### src/rtl/pipe_ctrl_unit.sv
`default_nettype none
// ============================================================================
//  Module   : pipe_ctrl_unit
//  Purpose  : Main control decoder and hazard sequencer for a 5-stage RISC-V
//             pipeline. Decodes the ID instruction into a control bundle,
//             owns the ID/EX control register, detects load-use hazards and
//             multi-cycle multiply occupancy of EX, and applies branch/jump
//             flushes.
//  Ports    : clk, reset_n (async, active-low)
//             ID_valid, Opcode, Funct7, Rs1, Rs2, Rd  - ID-stage fields
//             BranchTaken                             - EX redirect
//             EX_* (ALUSrc, MemtoReg, RegWrite, MemRead, MemWrite, Branch,
//                   Jump, Mul, ALUOp, Rd)             - registered ID/EX controls
//             PCWrite, IFIDWrite, IFIDFlush, EX_Busy  - pipeline steering
//  Revision : 1.0 - initial release
// ============================================================================
module pipe_ctrl_unit #(
    parameter int REG_ADDR_W  = 5,
    parameter int MUL_EN      = 1,
    parameter int MUL_LATENCY = 3
) (
    input  logic                  clk,
    input  logic                  reset_n,
    input  logic                  ID_valid,
    input  logic [6:0]            Opcode,
    input  logic [6:0]            Funct7,
    input  logic [REG_ADDR_W-1:0] Rs1,
    input  logic [REG_ADDR_W-1:0] Rs2,
    input  logic [REG_ADDR_W-1:0] Rd,
    input  logic                  BranchTaken,
    output logic                  EX_ALUSrc,
    output logic                  EX_MemtoReg,
    output logic                  EX_RegWrite,
    output logic                  EX_MemRead,
    output logic                  EX_MemWrite,
    output logic                  EX_Branch,
    output logic                  EX_Jump,
    output logic                  EX_Mul,
    output logic [1:0]            EX_ALUOp,
    output logic [REG_ADDR_W-1:0] EX_Rd,
    output logic                  PCWrite,
    output logic                  IFIDWrite,
    output logic                  IFIDFlush,
    output logic                  EX_Busy
);

    localparam int CNT_W = $clog2(MUL_LATENCY) + 1;

    localparam logic [6:0] c_OP_LOAD   = 7'b0000011;
    localparam logic [6:0] c_OP_STORE  = 7'b0100011;
    localparam logic [6:0] c_OP_OPIMM  = 7'b0010011;
    localparam logic [6:0] c_OP_OP     = 7'b0110011;
    localparam logic [6:0] c_OP_BRANCH = 7'b1100011;
    localparam logic [6:0] c_OP_LUI    = 7'b0110111;
    localparam logic [6:0] c_OP_AUIPC  = 7'b0010111;
    localparam logic [6:0] c_OP_JAL    = 7'b1101111;
    localparam logic [6:0] c_OP_JALR   = 7'b1100111;
    localparam logic [6:0] c_F7_MULDIV = 7'b0000001;

    localparam logic [0:0] c_ST_RUN      = 1'b0;
    localparam logic [0:0] c_ST_MUL_HOLD = 1'b1;

    localparam logic             c_MUL_EN    = (MUL_EN != 0);
    localparam logic             c_MUL_MULTI = (MUL_LATENCY > 1);
    // Only meaningful when c_MUL_MULTI; the entry cycle is already one hold cycle.
    localparam logic [CNT_W-1:0] c_CNT_INIT  = CNT_W'(MUL_LATENCY - 2);

    logic [0:0]       r_state;
    logic [CNT_W-1:0] r_cnt;

    // ------------------------------------------------------------------
    // Decode
    // ------------------------------------------------------------------
    logic w_is_load, w_is_store, w_is_opimm, w_is_op, w_is_branch;
    logic w_is_lui, w_is_auipc, w_is_jal, w_is_jalr, w_known;
    logic w_alusrc, w_memtoreg, w_regwrite, w_memread, w_memwrite;
    logic w_branch, w_jump, w_mul;
    logic [1:0]            w_aluop;
    logic [REG_ADDR_W-1:0] w_rd;
    logic w_uses_rs1, w_uses_rs2;

    always_comb begin
        w_is_load   = ID_valid && (Opcode == c_OP_LOAD);
        w_is_store  = ID_valid && (Opcode == c_OP_STORE);
        w_is_opimm  = ID_valid && (Opcode == c_OP_OPIMM);
        w_is_op     = ID_valid && (Opcode == c_OP_OP);
        w_is_branch = ID_valid && (Opcode == c_OP_BRANCH);
        w_is_lui    = ID_valid && (Opcode == c_OP_LUI);
        w_is_auipc  = ID_valid && (Opcode == c_OP_AUIPC);
        w_is_jal    = ID_valid && (Opcode == c_OP_JAL);
        w_is_jalr   = ID_valid && (Opcode == c_OP_JALR);
        w_known     = w_is_load | w_is_store | w_is_opimm | w_is_op | w_is_branch |
                      w_is_lui | w_is_auipc | w_is_jal | w_is_jalr;

        w_alusrc    = w_is_load | w_is_store | w_is_opimm | w_is_jalr | w_is_lui | w_is_auipc;
        w_regwrite  = w_is_op | w_is_opimm | w_is_load | w_is_jal | w_is_jalr |
                      w_is_lui | w_is_auipc;
        w_memread   = w_is_load;
        w_memtoreg  = w_is_load;
        w_memwrite  = w_is_store;
        w_branch    = w_is_branch;
        w_jump      = w_is_jal | w_is_jalr;
        w_mul       = c_MUL_EN && w_is_op && (Funct7 == c_F7_MULDIV);

        w_aluop = 2'b00;
        if (w_is_branch)     w_aluop = 2'b01;
        else if (w_is_op)    w_aluop = 2'b10;
        else if (w_is_opimm) w_aluop = 2'b11;

        w_rd       = w_known ? Rd : '0;
        w_uses_rs1 = w_known & ~(w_is_lui | w_is_auipc | w_is_jal);
        w_uses_rs2 = w_is_op | w_is_branch | w_is_store;
    end

    // ------------------------------------------------------------------
    // Hazards and sequencing
    // ------------------------------------------------------------------
    logic w_load_use, w_mul_start, w_hold, w_stall;
    logic w_ex_en, w_ex_bubble;

    always_comb begin
        w_load_use  = EX_MemRead && (EX_Rd != '0) &&
                      ((w_uses_rs1 && (Rs1 == EX_Rd)) || (w_uses_rs2 && (Rs2 == EX_Rd)));
        w_mul_start = c_MUL_MULTI && (r_state == c_ST_RUN) && EX_Mul;
        // A redirect always overrides the multiply hold.
        w_hold      = !BranchTaken &&
                      (w_mul_start || ((r_state == c_ST_MUL_HOLD) && (r_cnt != '0)));
        w_stall     = !BranchTaken && (w_hold || w_load_use);
        w_ex_en     = BranchTaken || !w_hold;
        w_ex_bubble = BranchTaken || w_load_use;
    end

    assign PCWrite   = !w_stall;
    assign IFIDWrite = !w_stall;
    assign IFIDFlush = BranchTaken;
    assign EX_Busy   = w_hold;

    // ------------------------------------------------------------------
    // FSM and ID/EX control register
    // ------------------------------------------------------------------
    always_ff @(posedge clk or negedge reset_n) begin
        if (!reset_n) begin
            r_state     <= c_ST_RUN;
            r_cnt       <= '0;
            EX_ALUSrc   <= 1'b0;
            EX_MemtoReg <= 1'b0;
            EX_RegWrite <= 1'b0;
            EX_MemRead  <= 1'b0;
            EX_MemWrite <= 1'b0;
            EX_Branch   <= 1'b0;
            EX_Jump     <= 1'b0;
            EX_Mul      <= 1'b0;
            EX_ALUOp    <= 2'b00;
            EX_Rd       <= '0;
        end else begin
            if (BranchTaken) begin
                r_state <= c_ST_RUN;
                r_cnt   <= '0;
            end else if (r_state == c_ST_RUN) begin
                if (w_mul_start) begin
                    r_state <= c_ST_MUL_HOLD;
                    r_cnt   <= c_CNT_INIT;
                end
            end else begin
                // cnt==0 is the final EX cycle of the multiply: no hold,
                // and the next instruction loads at this edge.
                if (r_cnt == '0) r_state <= c_ST_RUN;
                else             r_cnt   <= r_cnt - CNT_W'(1);
            end

            if (w_ex_en) begin
                EX_ALUSrc   <= w_alusrc   & ~w_ex_bubble;
                EX_MemtoReg <= w_memtoreg & ~w_ex_bubble;
                EX_RegWrite <= w_regwrite & ~w_ex_bubble;
                EX_MemRead  <= w_memread  & ~w_ex_bubble;
                EX_MemWrite <= w_memwrite & ~w_ex_bubble;
                EX_Branch   <= w_branch   & ~w_ex_bubble;
                EX_Jump     <= w_jump     & ~w_ex_bubble;
                EX_Mul      <= w_mul      & ~w_ex_bubble;
                EX_ALUOp    <= w_ex_bubble ? 2'b00 : w_aluop;
                EX_Rd       <= w_ex_bubble ? '0 : w_rd;
            end
        end
    end

endmodule
`default_nettype wire

### config.mk
export PLATFORM = sky130hd
export DESIGN_NAME = pipe_ctrl_unit
export DESIGN_NICKNAME = d
export VERILOG_FILES = /design/src/rtl/pipe_ctrl_unit.sv
export SDC_FILE = /design/constraint.sdc
export NUM_CORES = 1
export LEC_CHECK = 0
export BUFFER_PORTS_ARGS = -buffer_cell sky130_fd_sc_hd__buf_2
export CAP_MARGIN = 0
export CORE_ASPECT_RATIO = 0.6
export CORE_MARGIN = 3
export CORE_UTILIZATION = 49
export DETAILED_ROUTE_END_ITERATION = 8
export GPL_TIMING_DRIVEN = 0
export PLACE_DENSITY = 0.86
export SETUP_SLACK_MARGIN = 0.05
export SLEW_MARGIN = 40
export SYNTH_ARGS = -nofsm -noshare
export SYNTH_HDL_FRONTEND = slang
export SYNTH_SLANG_ARGS = --single-unit
### constraint.sdc
create_clock -name clk -period 4.12 [get_ports clk]
set_input_delay 0.206 -clock clk [delete_from_list [all_inputs] [get_ports clk]]
set_output_delay 0.206 -clock clk [all_outputs]
set_load 0.02 [all_outputs]
* Word-level counts from Yosys, hierarchy flattened
Index checks and enable logic that the tools add are counted.
Word-level totals: bits in registers 18, output and inout port bits 19, word-level logic and storage cells 103
Operators by class: add/sub/neg operators 1, equal/unequal tests 13, mux-type cells 14, bitwise operators 33, reduce and logical (&&, ||, !) cells 31
Operator list (count):
- 1-bit OR | 22
- 7-bit by 6-bit equality test with 1-bit output (second input constant) | 3
- 7-bit equality test (second input constant) | 3
- 1-bit logical AND | 18
- 7-bit by 5-bit equality test with 1-bit output (second input constant) | 2
- 3-bit 2-to-1 mux | 4
- 5-bit equality test | 2
- 5-bit 2-to-1 mux | 2
- 1-bit AND | 8
- 2-bit 2-to-1 mux | 4
- 7-bit by 1-bit equality test with 1-bit output (second input constant) | 1
- 7-bit by 2-bit equality test with 1-bit output (second input constant) | 1
- 3-bit nonzero test | 2
- 1-bit logical OR | 5
- 5-bit nonzero test | 1
- 1-bit 2-to-1 mux | 4
- 1-bit zero test | 3
- 3-bit zero test | 1
- 3-bit != test (second input constant) | 1
- 1-bit NOT | 3
- 3-bit by 1-bit subtractor with 3-bit output (second input constant) | 1
- 2-bit AND reduction | 1

* Logic depth before layout (Yosys ltp)
depth after elaboration 17, depth in mapped cells 8

* Least setup slack after synthesis
Ideal clock, no wire load.
path type flip-flop to output port, start point reg EX_Rd[1], end point out PCWrite, arrival time 2.072 ns, required time 3.914 ns, path slack 1.842 ns, stages on the path, launching flop included 7, buffers on the path 1, path through dfrtp_1 -> or4_1 -> o21ai_2 -> nor4b_2 -> and3_1 -> o21bai_1 -> buf_4
On the way: longest elaborated chain between the ends 7
Ends and longest elaborated chain:
- start: declaration | line 40 | output logic [REG_ADDR_W-1:0] EX_Rd,
- start signal: assignment | line 181 | EX_Rd <= w_ex_bubble ? '0 : w_rd;
- 5-bit equality test | line 123 | ((w_uses_rs1 && (Rs1 == EX_Rd)) || (w_uses_rs2 && (Rs2 == EX_Rd)));
- 1-bit logical AND | line 123
- 1-bit logical OR | line 123
- 1-bit logical AND (*) | line 122 | w_load_use = EX_MemRead && (EX_Rd != '0) &&
- 1-bit logical OR (*) | line 128 | w_stall = !BranchTaken && (w_hold || w_load_use);
- 1-bit logical AND (*) | line 128
- 1-bit zero test (*)
- end: declaration | line 41 | output logic PCWrite,
Every way passes the cells marked *; elsewhere a longest branch is shown, timed or not.

* Worst setup path in the final report
start point reg r_cnt[0], end point out EX_Busy
On the way: longest elaborated chain between the ends 4
Ends and longest elaborated chain:
- start: declaration | line 69 | logic [CNT_W-1:0] r_cnt;
- start signal: assignment | line 162 | r_cnt <= c_CNT_INIT;
- start signal: assignment | line 168 | else r_cnt <= r_cnt - CNT_W'(1);
- 3-bit nonzero test | line 127 | (w_mul_start || ((r_state == c_ST_MUL_HOLD) && (r_cnt != '0)));
- 1-bit logical AND | line 127
- 1-bit logical OR | line 127
- 1-bit logical AND | line 126 | w_hold = !BranchTaken &&
- end: declaration | line 44 | output logic EX_Busy
No other way between the ends.

==> summary.txt <==
Floorplanning
  – IO Count: between 50 and 60
  – Chip height: about 43 µm
  – Initial Util: 0.5587
  – Core area: about 0.0020 mm²
  – Die area: 0.002885 mm²
  – Rows: 12
  – Die width: between 60 and 70 µm

Worst hold path
  – Worst hold path class: in -> reg
  – Hold path start: Rd[4]

Layout
  – Area delta synth->final: 31.19%
  – Number of nets in the layout: around 200
  – Diodes inserted: 0
  – Most common cell after layout, fill and taps aside: buf_2
  – Fraction of layout cells with a size suffix above 1: 0.4000
  – Most frequent cells in the layout: 51 x buf_2, 18 x dfrtp_1, 10 x xnor2_1, 8 x nor2_1, 8 x nand2_1

GRT
  – Pin count of the biggest net entering global routing: 19
  – Initial antenna violation count: 0
  – Vias in the first global route: between 1000 and 1500
  – GRT Overall Usage: 0.2336
  – Total gr overflow: 0
  – First-pass GRT wire length: between 4 and 5 mm

Yosys
  – Largest cells by area after synthesis: dfrtp_1 41%, xnor2_1 7.9%, a22o_1 5.5%
  – Mapped cell area: ~0.0011 mm²
  – Dominant synthesized flop cell: dfrtp_1
  – Synth top area share: 0.4068
  – Yosys warns: 0
  – Netlist cell types: 37
  – Post-synth EDFFs: 0
  – Syn Area/Cell: between 9 and 10 µm²
  – Sequential element share of the synthesized area: 0.4068
  – Cells after Synth: 111
  – Cell taking the most area after synthesis: dfrtp_1
  – Syn Nets: between 100 and 150
  – Asr flop ratio synth: 1.000
  – FF+latch count, synth: 18

Worst setup path
  – Critical path startpoint category: flip-flop
  – CP Max Fanout: 11
  – Crit path capture type: output port
  – Critical Path RT: roughly 3.9 ns
  – Crit path kind: reg -> out
  – R2R Path Start: EX_Rd[1]$_DFFE_PN0P_
  – CP startpoint: r_cnt[0]$_DFFE_PN0P_
  – Worst R2R Setup Slack: between 1.5 and 2 ns
  – Critical Path AT: between 2 and 2.5 ns

CTS
  – Post-CTS Resized: 0
  – H-tree depth: 1
  – CTS buffer count: 3
  – Clock Path Buffers: 2
  – CTS tree: done
  – Hold buffers post-CTS: 1
  – Clock Sinks: 18
  – Setup bufs post-CTS: 0
  – Clock-pin slew on the worst setup and hold paths: approximately 0.070 ns
  – CTS root buf: clkbuf_8
  – Clock Latency Late Sink: 0.26 ns

STA
  – Crit share post-route: 0.6130
  – Max Fclk: ~0.4 GHz
  – Setup_tns: 0 ns
  – Slew Viols, Final: 0
  – Slew headroom: 0.5572
  – Unrepaired setup endpoints after global routing: false
  – Final-report hold violation count: 0
  – Pin slew with the least headroom to its limit: around 0.66 ns
  – Final clock skew: ~0.0015 ns
  – Final setup viols: 0
  – Min Hold Slack: 0.1579 ns
  – Crit path time final: 2.525 ns

Power
  – P per Cell Area: around 260 mW/mm²
  – VDD IR max: ~0.19 mV
  – Leak Pwr: 0.7092 nW

Detailed routing
  – Met3 wire len: 277 µm
  – Routed wl met2: approximately 1.4 mm
  – DRT antenna net count: 0
  – Vias per inst: roughly 5.7
  – Max Used Layer: met4
  – Initial DRC count: just over 100
  – First drt pass iteration count: 4
  – Wire per inst: about 16 µm
  – DR vias: about 1100
  – Final WL: approximately 3.0 mm
  – # DRC: 0
  – Wl on met1: approximately 1.3 mm

Place
  – Port Buffers: 49
  – Routability-driven placement congestion ratio: between 0.8 and 0.9
  – Post-DP HPWL: approximately 2.3 mm

Status
  – Outcome: finished, final reports clean

Job
  – Max_cap viols: 0
critical path, stage by stage (launching register included):
cell and delay, ns:
dfrtp_1 0.35, inv_1 0.07, ha_1 0.21, nand3b_1 0.09, o21ai_0 0.25, nor2_1 0.37
clkbuf_1 0.46, buf_2 0.26
cell usage after synthesis (2+ instances only):
| cell type | count |
|---|---|
| nor3b_1 | 2 |
| or4_1 | 2 |
| xnor2_1 | 10 |
| buf_4 | 3 |
| nand3b_1 | 2 |
| clkbuf_1 | 2 |
| a22o_1 | 7 |
| o31ai_2 | 3 |
| nand4_1 | 3 |
| o21ai_1 | 2 |
| nor4b_2 | 2 |
| buf_2 | 2 |
| o21ai_0 | 4 |
| dfrtp_1 | 18 |
| nand2b_1 | 3 |
| nor2_1 | 8 |
| or3_1 | 2 |
| a21oi_1 | 2 |
| inv_1 | 3 |
| a211oi_1 | 3 |
| ha_1 | 2 |
| and3_1 | 3 |
| nand3_1 | 2 |
| nand2_1 | 8 |
cell type report:
class / count / area [µm²]
multi-input combinational: 83 / 605.6
fill: 164 / 529.3
sequential: 18 / 450.4
timing repair buffer: 50 / 255.2
clock buffer: 4 / 55.05
buffer: 7 / 40.04
tap: 28 / 35.03
inverter: 3 / 11.26
cell families after synthesis:
group,after synthesis,synth area share
and+or+nand+nor,40,0.2147
AOI/OAI and AO/OA,30,0.2204
DFF,18,0.4068
xor gates and xnor gates,10,0.07909
buffers and inverters,10,0.04633
adders and majority gates,2,0.02260
muxes,1,0.01017
stage by stage:
| step | utilization | std cells | setup slack [ns] | instance area [µm²] | total power [W] |
|---|---|---|---|---|---|
| floorplan | - | 111 | 1.842 | 1107 | 0.0002040 |
| global placement | 0.7001 | 188 | 1.942 | 1388 | 0.0002278 |
| detailed placement | 0.7001 | 188 | 1.886 | 1388 | 0.0002297 |
| CTS | 0.7330 | 193 | 1.600 | 1453 | 0.0003773 |
| global route | 0.7330 | 193 | 1.367 | 1453 | 0.0003937 |
| finish | 0.7330 | 193 | 1.595 | 1453 | 0.0003760 |
state kept, by name, summed over array words and instances, names as in the netlist:
signal,count
EX_MemWrite,1
EX_Mul,1
EX_Rd,5
EX_Jump,1
EX_RegWrite,1
EX_ALUOp,2
EX_MemRead,1
r_state,1
r_cnt,3
EX_ALUSrc,1
EX_Branch,1
routing by layer:
layer / vias to the layer above / global-route usage
li1: 521 / -
met1: 512 / 0.3219
met2: 59 / 0.3633
met3: 3 / 0.06614
met4: 0 / 0.04839
met5: - / 0
power by group:
part / switching [W] / total, W / internal [W]
Combinational: 0.0000260 / 0.0000490 / 0.0000230
Clock: 0.0000634 / 0.000149 / 0.0000852
Sequential: 0.000000951 / 0.000178 / 0.000177
Total: 0.0000903 / 0.000376 / 0.000286
worst paths after layout:
path                                      endpoint  cells after the start
setup / recovery                           EX_Busy                      7
hold / removal                EX_Rd[4]$_DFFE_PN0P_                      2
setup reg to reg              EX_Rd[0]$_DFFE_PN0P_                      5
hold reg to reg            EX_ALUOp[1]$_DFFE_PN0P_                      2
max in group asynchronous     EX_Rd[3]$_DFFE_PN0P_                      2
min in group asynchronous     EX_Rd[0]$_DFFE_PN0P_                      2
Note: power is estimated with default switching activity, not from simulation.
